==> src/rtl/ctr_pkg.sv <==
// Shared constants and helpers for the modulo counter bank.
// Direction encodings, legal parameter ranges and packed-bus slice offsets.
package ctr_pkg;

  localparam logic DIR_UP   = 1'b0;
  localparam logic DIR_DOWN = 1'b1;

  localparam int unsigned W_MIN    = 2;
  localparam int unsigned W_MAX    = 16;
  localparam int unsigned N_CH_MAX = 8;

  // Low bit of channel idx inside a packed N_CH*W bus.
  function automatic int unsigned slice_lo(input int unsigned idx, input int unsigned w);
    return idx * w;
  endfunction

endpackage

==> src/rtl/counter_chan.sv <==
// One modulo counter channel, up or down to a programmable limit; count/tc registered, 1 clk after step.
// No backpressure: load and step are accepted every cycle, priority reset > load > step > hold.
module counter_chan
  import ctr_pkg::*;
#(
  parameter int unsigned W   = 4,
  parameter logic        DIR = DIR_UP
) (
  input  logic         clk,
  input  logic         rst_n,
  input  logic         step_i,
  input  logic         load_i,
  input  logic [W-1:0] load_val_i,
  input  logic [W-1:0] limit_i,
  output logic [W-1:0] count_o,
  output logic         tc_o,
  output logic         term_step_o
);

  logic [W-1:0] count_q, count_d;
  logic         tc_q, tc_d;
  logic         at_term;

  // Up uses >= so a limit lowered below the current count wraps on the next step.
  assign at_term     = (DIR == DIR_DOWN) ? (count_q == '0) : (count_q >= limit_i);
  assign term_step_o = step_i & ~load_i & at_term;

  always_comb begin
    count_d = count_q;
    tc_d    = 1'b0;
    if (load_i) begin
      count_d = load_val_i;
    end else if (step_i) begin
      tc_d = at_term;
      if (DIR == DIR_DOWN) begin
        count_d = at_term ? limit_i : (count_q - 1'b1);
      end else begin
        count_d = at_term ? '0 : (count_q + 1'b1);
      end
    end
  end

  always_ff @(posedge clk) begin
    if (!rst_n) begin
      count_q <= (DIR == DIR_DOWN) ? limit_i : '0;
      tc_q    <= 1'b0;
    end else begin
      count_q <= count_d;
      tc_q    <= tc_d;
    end
  end

  assign count_o = count_q;
  assign tc_o    = tc_q;

endmodule

==> src/rtl/mod_counter_bank.sv <==
// Bank of N_CH modulo counters with optional cascade chaining; outputs registered, 1 clk latency.
// No backpressure: every channel accepts enable/load on every cycle; this level is wiring only.
module mod_counter_bank
  import ctr_pkg::*;
#(
  parameter int unsigned     N_CH      = 2,
  parameter int unsigned     W         = 4,
  parameter logic [N_CH-1:0] DOWN_MASK = 2'b10,
  parameter bit              CASCADE   = 1'b0
) (
  input  logic              clk,
  input  logic              rst_n,
  input  logic [N_CH-1:0]   en_i,
  input  logic [N_CH-1:0]   load_i,
  input  logic [N_CH*W-1:0] load_val,
  input  logic [N_CH*W-1:0] limit_i,
  output logic [N_CH*W-1:0] count_o,
  output logic [N_CH-1:0]   tc_o
);

  if (W < W_MIN || W > W_MAX || N_CH < 1 || N_CH > N_CH_MAX) begin : g_bad_param
    $error("mod_counter_bank: unsupported N_CH/W");
  end

  for (genvar i = 0; i < N_CH; i++) begin : g_ch
    logic step_en;
    logic term_step;

    // Per-stage scalars keep the carry ripple free of self-dependent vectors.
    if (CASCADE && i > 0) begin : g_casc
      assign step_en = en_i[i] & g_ch[i-1].term_step;
    end else begin : g_base
      assign step_en = en_i[i];
    end

    counter_chan #(
      .W   (W),
      .DIR (DOWN_MASK[i])
    ) u_chan (
      .clk         (clk),
      .rst_n       (rst_n),
      .step_i      (step_en),
      .load_i      (load_i[i]),
      .load_val_i  (load_val[slice_lo(i, W) +: W]),
      .limit_i     (limit_i[slice_lo(i, W) +: W]),
      .count_o     (count_o[slice_lo(i, W) +: W]),
      .tc_o        (tc_o[i]),
      .term_step_o (term_step)
    );
  end

endmodule
==> config.mk <==
export PLATFORM = sky130hd
export DESIGN_NAME = mod_counter_bank
export DESIGN_NICKNAME = d
export VERILOG_FILES = /design/src/rtl/ctr_pkg.sv /design/src/rtl/counter_chan.sv /design/src/rtl/mod_counter_bank.sv
export SDC_FILE = /design/constraint.sdc
export NUM_CORES = 1
export LEC_CHECK = 0
export CAP_MARGIN = 5
export CORE_AREA = 5 5 50 52
export DETAILED_ROUTE_END_ITERATION = 8
export DIE_AREA = 0 0 55 57
export PLACE_DENSITY = 0.74
export RECOVER_POWER = 100
export SKIP_CTS_REPAIR_TIMING = 1
export SYNTH_ARGS = -nofsm -noshare
export SYNTH_HDL_FRONTEND = slang
export SYNTH_HIERARCHICAL = 1
export SYNTH_SLANG_ARGS = --single-unit
==> constraint.sdc <==
create_clock -name clk -period 1.8 [get_ports clk]
set_input_delay 0.45 -clock clk [delete_from_list [all_inputs] [get_ports clk]]
set_output_delay 0.45 -clock clk [all_outputs]
set_load 0.05 [all_outputs]
==> results.md <==
- For this design, the sink count on the clock tree is 10.
- The worst hold path endpoint is g_ch[0].u_chan/count_o[0].
- The overflow left after global routing is 0.
- Using the TritonRoute via totals, the vias-per-cell ratio works out to 4.88.
- By startpoint and endpoint, the worst setup path is classified as primary input to flip-flop.
- By area the synthesized netlist is led by dfxtp_1, edfxtp_1, ha_1.
- After Yosys synthesis, full adders, half adders and majority gates account for 10.6% of the synthesized area.
- The multi-input combinational cell area is 458 um2.
- Across the VDD grid, the largest voltage drop is 0.406 mV.
- The count of nets left with antenna violations once routing finished came out at 0.
- The global placement routability congestion is 0.793.
- The clock passes through at most 2 buffers.
- The root buffer cell is clkbuf_4.
- The count of inserted antenna diode cells is 0.
- The biggest area consumer among synthesized cells is dfxtp_1.
- The post-route netlist has 22.5% of its cells at a drive strength greater than 1.
- For this run, design rule violations remaining after detail routing come to 0.
- In this run the most critical hold path is launched from g_ch[0].u_chan/count_o[0].
- The worst path needs 1760 ps of the cycle, external delays included.
- The slew at the pin with the worst max-slew slack is 600 ps.
- The endpoint kind of the worst setup timing path is a flip-flop.
- The highest achievable clock rate is 569 MHz.
- The violation count after the first detailed-route iteration is 8.
- The fill cell instance count of the final layout is 220.
- The post-synth design cell area is 709 um2.
- Data arrives at the worst endpoint at 1960 ps.
- The number of cells on the worst reg-to-reg path is 6.
- The type of the worst min-delay path is flip-flop to flip-flop.
- The share of the synthesized area in the top cell type is 16.9%.
- The synthesized instance count is 81.
- The total power density per cell area is 629 nW/um2.
- In the layout the commonest cells are clkdlybuf4s50_1, inv_1, a21oi_1.
- Cells fill 54.2% of the core in the end.
- The worst-path maximum fanout is 4.
- Of the total synthesized cell area, the portion taken by XOR and XNOR cells is 3.70%.
- After detailed routing, the average wire length per cell comes to 13.2 um.
- The number of global-route vias before repair is 732.
- For this block, the routed nets add up to 1.96 mm of wire.
- CTS built an H-tree with a depth of 1.
- The largest net degree at the start of global routing is 13.
- The routed layout has 722 vias.
- The final-report hold violation count is 0.
- The library cell used most frequently in the layout, excluding fill and tap cells, is clkdlybuf4s50_1.
- The first global-routing pass estimated 2.89 mm of wire.
- The worst register-to-register path has a setup slack of 70 ps.
- On the worst path, the slowest cell contributes a delay of 460 ps.
- The reg-to-reg critical path startpoint is g_ch[0].u_chan/count_o[0].
- The standby leakage power is 0.514 nW.
- The total area inside the core boundary comes to 2060 um2.
- The signal on the critical path passes through clkdlybuf4s50_1 -> inv_1 -> ha_1 -> o211a_1 -> a211o_4 -> o21ai_1 -> and2_1.
- The register bit count reported by yosys is 10.
- The synthesized netlist devotes 22.2% of its cell area to simple gates.
- The clock latency of the later-clocked register in the worst-skew pair is 260 ps.
- The worst path uses 97.7% of the clock period.
- The total nets after synthesis is 109.
- Across every metal layer, demand over resource in global routing totals 12.3%.
- The register clock-pin slew on the reported worst setup and hold paths is 70 ps.
- Summing the areas of all compound-gate instances in the mapped netlist gives 18.5% of the synthesized area.
- The startpoint type of the worst setup path is a primary input.
- The area growth from synthesis to layout is 57.5%.
- Max-cap violations in this run came to 0.
- The initial utilization of the core area, before any placement, comes to 34.4%.
- The worst register-to-register path ends at g_ch[0].u_chan/count_o[0].
- The die is 57 um tall.
- In this run the horizontal extent of the chip is 55 um.
- The number of placement rows is 17.
- The initial antenna violation count is 0.
- The detailed-routing iteration count for the pre-antenna-repair pass is 4.
- The sequential cell area in the final layout is 245 um2.
- At the worst endpoint, the required time is 2000 ps.
- After synthesis, the largest family of logic cells by area is simple AND/OR/NAND/NOR gates.
- The die covers 3140 um2.
- TritonCTS built the clock tree.
- For this design the top-level I/O count stands at 32.
- The mean post-synth cell area is 8.76 um2.
- The run finished with clean final reports.
- The count of nets after finishing is 149.
- During placement, the flow inserted port buffers numbering 31.
- The number of slew-limit violations in the final report was 0.
- The critical path's slowest cell is clkdlybuf4s50_1.
- The number of different library cells in the post-synthesis netlist is 29.
- Between clock sinks in the finished design, the worst skew comes to 9.01 ps.
- The relative slew slack is 60.2%.
- The register area share after synthesis is 33.9%.
- The Yosys step of the flow raised 6 warnings.
- Setup violations remaining at the end of the flow were counted as 0.
- Buffers inserted during clock tree synthesis total 3.
- The overall power of the completed layout is 0.703 mW.
- The multiplexer area fraction after synthesis is 4.23%.
- The placed wire-length estimate after detailed placement is 1.50 mm.
- The worst hold path passes through 2 cells.
-- cell families (layout without fill, tap and decap cells) --
group	after synthesis	in the layout
mux	3	3
simple gates	25	25
buf+inv	13	52
fa+ha+maj	6	6
flops	10	10
xor+xnor	3	3
compound gates	21	21
-- worst max-delay path by stage --
stage                     cells after the start                       from                   endpoint
after floorplan                               5  g_ch[1].u_chan/count_o[0]  g_ch[1].u_chan/count_o[3]
after global placement                        7                 limit_i[1]  g_ch[0].u_chan/count_o[3]
after detailed placement                      7                 limit_i[1]  g_ch[0].u_chan/count_o[0]
after CTS                                     7                 limit_i[1]  g_ch[0].u_chan/count_o[2]
after global routing                          7                 limit_i[2]  g_ch[0].u_chan/count_o[2]
final                                         7                 limit_i[2]  g_ch[0].u_chan/count_o[0]
-- power breakdown --
| group | switching, mW | internal (mW) | total, mW |
|---|---|---|---|
| clock | 0.0736 | 0.0854 | 0.159 |
| sequential | 0.0191 | 0.257 | 0.276 |
| combinational | 0.146 | 0.122 | 0.268 |
| total | 0.239 | 0.464 | 0.703 |
-- final cells by class --
type	count	area share [%]
Clock buffer	4	2.35
Inverter	10	3.36
Multi-Input combinational cell	58	41.0
Sequential cell	10	21.9
Tap cell	28	3.14
Timing Repair Buffer	38	28.2
-- layer usage --
metal,vias up,routed length (um),GRT usage (%)
met5,-,0,0
met4,0,8,5.21
met3,2,185,2.61
met2,35,1040,23.0
met1,319,722,12.6
li1,366,-,-
-- critical path, delay by kind of cell --
family	cells	cell delay, ps
buffers and inverters	2	500
AO/OA/AOI/OAI	3	620
adder cells (fa/ha/maj)	1	260
AND/OR/NAND/NOR	1	130
-- flip-flops by register name, summed over array words and instances, names as in the netlist --
signal and cells:
g_ch.u_chan/count_o 8, g_ch.u_chan/tc_o 2
-- metrics by stage --
| step | cell area, um2 | worst slack (ps) | hold slack, ps | instances | TNS [ps] |
|---|---|---|---|---|---|
| 3_3_place_gp | 1080 | -373 | 595 | 143 | -1630 |
| 4_1_cts | 1100 | -154 | 626 | 147 | -573 |
| 6_report | 1120 | 41.7 | 625 | 148 | 0 |
| 3_5_place_dp | 1080 | -426 | 613 | 143 | -1860 |
| 2_1_floorplan | 723 | -76.3 | 571 | 81 | -278 |
| 5_1_grt | 1120 | -7.75 | 655 | 148 | -9.34 |
-- synthesized netlist by cell type --
master	number
o22a_1	1
clkbuf_1	3
nor2b_1	1
a21o_1	1
xor2_1	2
mux2i_1	3
a22oi_1	1
or3b_1	2
nand2b_2	1
a21oi_1	8
o21ai_0	1
dfxtp_1	6
or3_1	1
nand3_1	2
nand2_1	5
o22ai_1	2
edfxtp_1	4
a2111oi_1	1
o211a_1	1
o21ai_1	4
a211o_2	1
nor4b_1	1
ha_1	6
and2_1	6
nor3b_1	4
nor2_1	1
nor3_2	1
inv_1	10
xnor2_1	1
Note: power is estimated with default switching activity, not from simulation.
